**src/rtl/game_pkg.sv**
```systemverilog
// Shared game constants: button channel indices and the debounce channel FSM state encodings.
package game_pkg;

    localparam int unsigned BTN_UP    = 0;
    localparam int unsigned BTN_DOWN  = 1;
    localparam int unsigned BTN_START = 2;
    localparam int unsigned BTN_LEFT  = 3;
    localparam int unsigned BTN_RIGHT = 4;
    localparam int unsigned N_BTN     = 5;

    typedef logic [1:0] db_state_t;

    localparam db_state_t ST_IDLE       = 2'd0;
    localparam db_state_t ST_PRESS_DB   = 2'd1;
    localparam db_state_t ST_HELD       = 2'd2;
    localparam db_state_t ST_RELEASE_DB = 2'd3;

endpackage

```
**src/rtl/debounce_channel.sv**
```systemverilog
// One button channel: 2-flop synchroniser, debounce FSM and auto-repeat timer.
// All outputs are registered single-cycle pulses or levels.
module debounce_channel
    import game_pkg::*;
#(
    parameter int unsigned DEBOUNCE_CYC  = 1000000,
    parameter int unsigned REPEAT_DELAY  = 50000000,
    parameter int unsigned REPEAT_PERIOD = 15000000,
    parameter int unsigned CNT_W         = 26
) (
    input  logic clk,
    input  logic rst,
    input  logic raw,
    input  logic repeat_en,
    output logic level,
    output logic press,
    output logic rel
);

    localparam logic [CNT_W-1:0] DB_LAST    = CNT_W'(DEBOUNCE_CYC - 1);
    localparam logic [CNT_W-1:0] RPT_LAST   = CNT_W'(REPEAT_DELAY - 1);
    localparam logic [CNT_W-1:0] RPT_RELOAD = CNT_W'(REPEAT_DELAY - REPEAT_PERIOD);
    localparam logic [CNT_W-1:0] CNT_ONE    = CNT_W'(1);

    logic             s1_q, s2_q;
    db_state_t        state_q, state_d;
    logic [CNT_W-1:0] cnt_q, cnt_d;
    logic [CNT_W-1:0] rpt_q, rpt_d;
    logic             level_q, level_d;
    logic             press_q, press_d;
    logic             rel_q, rel_d;

    always_comb begin
        state_d = state_q;
        cnt_d   = cnt_q;
        rpt_d   = rpt_q;
        level_d = level_q;
        press_d = 1'b0;
        rel_d   = 1'b0;

        case (state_q)
            ST_IDLE: begin
                level_d = 1'b0;
                if (s2_q) begin
                    cnt_d   = '0;
                    state_d = ST_PRESS_DB;
                end
            end
            ST_PRESS_DB: begin
                if (!s2_q) begin
                    state_d = ST_IDLE;
                end else if (cnt_q == DB_LAST) begin
                    level_d = 1'b1;
                    press_d = 1'b1;
                    rpt_d   = '0;
                    state_d = ST_HELD;
                end else begin
                    cnt_d = cnt_q + CNT_ONE;
                end
            end
            ST_HELD: begin
                level_d = 1'b1;
                if (!s2_q) begin
                    cnt_d   = '0;
                    state_d = ST_RELEASE_DB;
                end
            end
            ST_RELEASE_DB: begin
                if (s2_q) begin
                    state_d = ST_HELD;
                end else if (cnt_q == DB_LAST) begin
                    level_d = 1'b0;
                    rel_d   = 1'b1;
                    state_d = ST_IDLE;
                end else begin
                    cnt_d = cnt_q + CNT_ONE;
                end
            end
            default: begin
                state_d = ST_IDLE;
            end
        endcase

        // Repeat timer runs through release debounce so a bounce back to HELD keeps its phase.
        if (state_q == ST_HELD || state_q == ST_RELEASE_DB) begin
            if (!repeat_en) begin
                rpt_d = '0;
            end else if (rpt_q == RPT_LAST) begin
                rpt_d = RPT_RELOAD;
                if (!rel_d) begin
                    press_d = 1'b1;
                end
            end else begin
                rpt_d = rpt_q + CNT_ONE;
            end
        end
    end

    always_ff @(posedge clk) begin
        if (rst) begin
            s1_q    <= 1'b0;
            s2_q    <= 1'b0;
            state_q <= ST_IDLE;
            cnt_q   <= '0;
            rpt_q   <= '0;
            level_q <= 1'b0;
            press_q <= 1'b0;
            rel_q   <= 1'b0;
        end else begin
            s1_q    <= raw;
            s2_q    <= s1_q;
            state_q <= state_d;
            cnt_q   <= cnt_d;
            rpt_q   <= rpt_d;
            level_q <= level_d;
            press_q <= press_d;
            rel_q   <= rel_d;
        end
    end

    assign level = level_q;
    assign press = press_q;
    assign rel   = rel_q;

endmodule

```
**src/rtl/button_conditioner.sv**
```systemverilog
// Button front-end: one independent debounce/auto-repeat channel per raw button.
// Bit order follows game_pkg (0 up, 1 down, 2 start, 3 left, 4 right).
module button_conditioner #(
    parameter int unsigned N_BTN         = game_pkg::N_BTN,
    parameter int unsigned DEBOUNCE_CYC  = 1000000,
    parameter int unsigned REPEAT_DELAY  = 50000000,
    parameter int unsigned REPEAT_PERIOD = 15000000,
    parameter int unsigned CNT_W         = 26
) (
    input  logic             CLK100MHZ,
    input  logic             RST_BTN,
    input  logic [N_BTN-1:0] btn_raw,
    input  logic [N_BTN-1:0] repeat_en,
    output logic [N_BTN-1:0] btn_level,
    output logic [N_BTN-1:0] btn_press,
    output logic [N_BTN-1:0] btn_release
);

    for (genvar i = 0; i < N_BTN; i++) begin : g_chan
        debounce_channel #(
            .DEBOUNCE_CYC  (DEBOUNCE_CYC),
            .REPEAT_DELAY  (REPEAT_DELAY),
            .REPEAT_PERIOD (REPEAT_PERIOD),
            .CNT_W         (CNT_W)
        ) u_chan (
            .clk       (CLK100MHZ),
            .rst       (RST_BTN),
            .raw       (btn_raw[i]),
            .repeat_en (repeat_en[i]),
            .level     (btn_level[i]),
            .press     (btn_press[i]),
            .rel       (btn_release[i])
        );
    end

endmodule

```
**config.mk**
```make
export PLATFORM = sky130hd
export DESIGN_NAME = button_conditioner
export DESIGN_NICKNAME = d
export VERILOG_FILES = /design/src/rtl/game_pkg.sv /design/src/rtl/debounce_channel.sv /design/src/rtl/button_conditioner.sv
export SDC_FILE = /design/constraint.sdc
export NUM_CORES = 1
export LEC_CHECK = 0
export CORE_ASPECT_RATIO = 1.25
export CORE_UTILIZATION = 45
export DETAILED_ROUTE_END_ITERATION = 6
export PLACE_DENSITY = 0.67
export SLEW_MARGIN = 20
export SYNTH_ARGS = -nofsm -noshare
export SYNTH_HDL_FRONTEND = slang
export SYNTH_SLANG_ARGS = --single-unit
```
**constraint.sdc**
```tcl
create_clock -name CLK100MHZ -period 6.8 [get_ports CLK100MHZ]
set_clock_uncertainty 0.15 [all_clocks]
set_input_delay 1.7 -clock CLK100MHZ [delete_from_list [all_inputs] [get_ports CLK100MHZ]]
set_output_delay 1.7 -clock CLK100MHZ [all_outputs]
set_load 0.03 [all_outputs]
```
---- Word-level counts from Yosys, hierarchy flattened ----
Cells that the tools add are included.
storage, ports and cells
  flip-flop bits (word level) ............. 295
  output and inout bits ................... 15
operators by class
  reductions and logical operators ........ 45
  $add $sub $neg .......................... 10
  multiplexer cells ....................... 165
  eq/ne operators ......................... 65
operator list
  cell                                                                      count
  26-bit two-way mux                                                        55
  26-bit case mux with 4 select lines                                       5
  26-bit by 1-bit adder with 26-bit output (second input constant)          10
  26-bit by 20-bit == test with 1-bit output (second input constant)        5
  26-bit == test (second input constant)                                    5
  1-bit two-way mux                                                         65
  2-bit two-way mux                                                         30
  4-bit AND reduction                                                       15
  2-bit by 1-bit inequality test with 1-bit output (second input constant)  20
  2-bit case mux with 4 select lines                                        5
  2-bit nonzero test                                                        15
  2-bit == test (second input constant)                                     10
  2-bit inequality test (second input constant)                             10
  1-bit case mux with 4 select lines                                        5
  3-bit by 1-bit inequality test with 1-bit output (second input constant)  5
  3-bit inequality test (second input constant)                             5
  3-bit AND reduction                                                       5
  2-bit by 1-bit == test with 1-bit output (second input constant)          5
  2-bit logical NOT                                                         5
  1-bit logical OR                                                          5

---- Logic depth before layout (Yosys ltp) ----
  depth after elaboration ................. 8
  gate-level depth with buffers ........... 10
  depth with buffers taken out ............ 8

---- By module ----
Synthesis repeated with hierarchy kept, for this count alone.
unflattened totals
  cells, all modules ...................... 1975
  area total of the unflattened synthesis .. 15951.5 µm²
modules (own cells, without submodules)
  module                                   area each (µm²)  seq. area each (µm²)  cells each  times used
  debounce_channel (g_chan[0].u_chan ...)  3189.3           1181.1                397         4
  debounce_channel (g_chan[1].u_chan)      3194.3           1181.1                387         1

---- Worst setup path after synthesis ----
No wires, ideal clock.
  path kind ............................... input -> register
  start point ............................. input port repeat_en[4]
  end point ............................... register g_chan[4].u_chan.rpt_q[13]
  stages .................................. 5
  arrival time ............................ 2.865 ns
  buffers on the path ..................... 0
  library setup time ...................... 0.062 ns
  slack ................................... 3.723 ns
  data required time ...................... 6.588 ns
  cells stage by stage .................... o21ai_1 nor2_1 nand3_1 or3_1 nand3_1
between the ends
  longest elaborated chain between the ends .. 2
ends and longest elaborated chain
  item                    line                      source
  start: declaration      button_conditioner.sv:13  input logic [N_BTN-1:0] repeat_en,
  26-bit two-way mux      debounce_channel.sv:86    if (!repeat_en) begin
  26-bit two-way mux      debounce_channel.sv:85    if (state_q == ST_HELD || state_q == ST_RELEASE_DB) begin
  end signal: assignment  debounce_channel.sv:114   rpt_q <= rpt_d;
  end: declaration        debounce_channel.sv:28    logic [CNT_W-1:0] rpt_q, rpt_d;
Every way passes these cells.
A chain may end at the register's enable or synchronous reset.

---- Worst setup path in the final report ----
  start point ............................. input port repeat_en[4]
  end point ............................... register g_chan[4].u_chan.rpt_q[3]
Same word-level chain as after synthesis.

==> results.toml <==
[global_route]
met3_usage = 0.0324
grt_use_met2 = 0.356
grt_pass1_vias = 13400
grt_max_degree = 67
overflow = 0
use_met1 = 0.253
grt_pass1_wl_um = 62300
antenna_found_initial = 0
track_usage = 0.203
busiest_layer = "met2"

[layout]
utilization = 0.504
diodes = 0
layoutNonFillerInstCount = 2448
finalInstanceArea_sq_um = 17300
area_delta_synth_final_pct = 10.0
drive_gt1_frac = 0.0611
fillers = 3303
fin_nets = 1998

[timing]
finalSetupViolations = 0
period_share = 0.574
rsz0062_at_grt = "no"
timing.fmax_ghz = 0.256
hold_viol_final = 0
setup_tns_ns = 0
period_minus_slack_ns = 3.90
slew_violations = 0
worstMarginPinSlew_ns = 1.07
slew_headroom = 0.282

[clock_tree]
htreeDepth = 2
clk_pin_slew_ns = 0.06
clk_latency_ns = 0.52
cts_resized = 0
numCtsBuffers = 35
postCtsSetupRepairBufs = 0
cts_sinks = 295
clockBufferDepth = 3
root_buffer = "clkbuf_16"
cts_tree = "done"
hold_buffers = 0

[power]
p_total_w = 0.00392
vdd_ir_drop_max_uv = 142
power.density_nw_per_um2 = 226
p_leak_nw = 5.61

[die]
num_rows = 76
die_w_um = 169
fp.dieArea_sq_um = 35800
die-height_um = 211
floorplan.initialDensity = 0.458
coreArea_sq_um = 34400
ioPinCount = 27

[setup_path]
timing.rr.end = "g_chan[2].u_chan.cnt_q[24]"
ff2ff_path_depth = 7
cp_data_required_time_ns = 7.08
worstPathCellList = "clkdlybuf4s50_1 -> o21ai_1 -> nor2_1 -> nand3_1 -> or3_1 -> o21ai_0"
worstPathMaxFanout = 14
cpPeakStageDelay_ns = 0.73
cp_top_family = "simple AND/OR/NAND/NOR gates"
slowest_stage = "nor2_1"
end_kind = "register"
cp-start-kind = "input pin"
cp-startpoint = "repeat_en[4]"
crit_arrival_ns = 4.18
r2r_slack_ns = 3.33
critical_path_buf_inv_count = 1
path_class = "in -> reg"
regToRegStartpoint = "g_chan[2].u_chan.state_q[0]"

[drt]
drc = 0
wl_per_cell_um = 14.8
drt-total-wl_um = 36200
via_count = 14200
dr.pass1.iters = 7
final_antenna_net_count = 0
drt_iter0_drc = 941
viasPerCell = 5.79

[synthesis]
synth_common_cells = "dfxtp_1 (295), nor2_1 (258), nand2_1 (171)"
synthTopCellsByArea = "dfxtp_1 (37%), nor2_1 (6.1%), xnor2_1 (4.7%)"
synth_edf_count = 0
synth_nets = 2020
yosysMostFrequentCell = "dfxtp_1"
synth.distinct_cells = 88
synth.top_cell.area_share = 0.375
ys_seq_area_frac = 0.375
ys_ff_latch = 295
yosysTopAreaCell = "dfxtp_1"
ys_warn_count = 0
synth_flop_cell = "dfxtp_1"
async_reset_ff_frac = 0
synthesis.area_sq_um = 15800
syn_avg_cell_area_sq_um = 7.96
syn_inst = 1978

[min_path]
min_from = "g_chan[3].u_chan.s1_q"
whs_endpoint = "g_chan[3].u_chan.s2_q"
hold_path.class = "reg -> reg"
hold_depth = 1

[place]
place_congestion = 0.893
dp_hpwl_um = 24400
place_inst = 2387
numPortBuffers = 26
postPlaceCellArea_sq_um = 16200

[flow_run]
cap_viol_max_count = 0

[status]
status = "complete, no violations"
[state kept, by name, summed over array words and instances, names as in the netlist, named ones only]
| signal | count |
|---|---|
| g_chan.u_chan.rpt_q | 130 |
| g_chan.u_chan.cnt_q | 130 |
| g_chan.u_chan.level | 5 |
| g_chan.u_chan.s2_q | 5 |
| g_chan.u_chan.rel | 5 |
| g_chan.u_chan.state_q | 5 |
| g_chan.u_chan.s1_q | 5 |
| g_chan.u_chan.press | 5 |
[power breakdown]
part	internal, W	switching, W	total [W]
clock network	0.00111	0.000715	0.00183
registers	0.00175	0.0000269	0.00178
logic	0.000101	0.000216	0.000317
total	0.00296	0.000957	0.00392
[cell type report]
type                    instances  area [sq um]  area share
clock buffers                  52          1020      0.0588
clock inverters                 9          98.8     0.00570
inverters                      53           199      0.0115
multi-input cells            1537          9210       0.531
flip-flops and latches        295          5910       0.341
well taps                     468           586      0.0338
repair buffers                 34           318      0.0183
[cell families after synthesis]
kind of cell,synth area share
simple gates,0.320
xor+xnor,0.0723
buf+inv,0.0411
fa+ha+maj,0.0238
mux,0.00516
flops,0.375
compound gates,0.163
[worst max-delay path by stage]
stage | end | slack, ns | cells past startpoint
2_1_floorplan | g_chan[4].u_chan.rpt_q[13] | 3.72 | 5
3_3_place_gp | g_chan[2].u_chan.cnt_q[24] | 2.48 | 5
3_5_place_dp | g_chan[2].u_chan.cnt_q[24] | 2.44 | 5
4_1_cts | g_chan[2].u_chan.cnt_q[24] | 2.99 | 5
5_1_grt | g_chan[4].u_chan.rpt_q[3] | 2.76 | 6
6_report | g_chan[4].u_chan.rpt_q[3] | 2.90 | 6
[routing by layer]
metal  wire length (um)  part of all wire
met2              17600              0.49
met3               1480             0.041
met4                592             0.016
met5                  0                 0
met1              16500              0.46
[cell usage in the layout, fill, tap and decap left out, types with 8 or more instances in the layout]
cell	netlist	routed
nor4_1	46	46
nand2_1	171	171
clkbuf_16	0	35
nor3_1	89	89
clkdlybuf4s50_1	0	25
dfxtp_1	295	295
a21o_1	9	9
a31oi_1	24	24
or3_1	36	36
or4_1	12	12
o31ai_1	14	14
inv_1	53	53
and2_1	16	16
clkbuf_1	51	9
nor2b_1	23	23
nor4b_1	9	9
xor2_1	46	46
and3_1	39	39
a211oi_1	18	18
nand4_1	68	68
buf_4	16	9
xnor2_1	84	84
ha_1	30	30
nor3b_1	11	11
o21ai_0	118	118
nor2_1	258	258
or2_2	10	10
nand3_1	105	105
and4_1	22	22
clkbuf_8	0	8
nand2b_1	10	10
a21oi_1	121	121
[stage by stage]
stage / setup slack (ns) / hold slack [ns]
after floorplan: 3.72 / 0.264
after global placement: 2.48 / 0.265
after detailed placement: 2.44 / 0.272
after CTS: 2.99 / 0.285
after global routing: 2.76 / 0.302
final: 2.90 / 0.288
(Power assumes the default switching activity.)
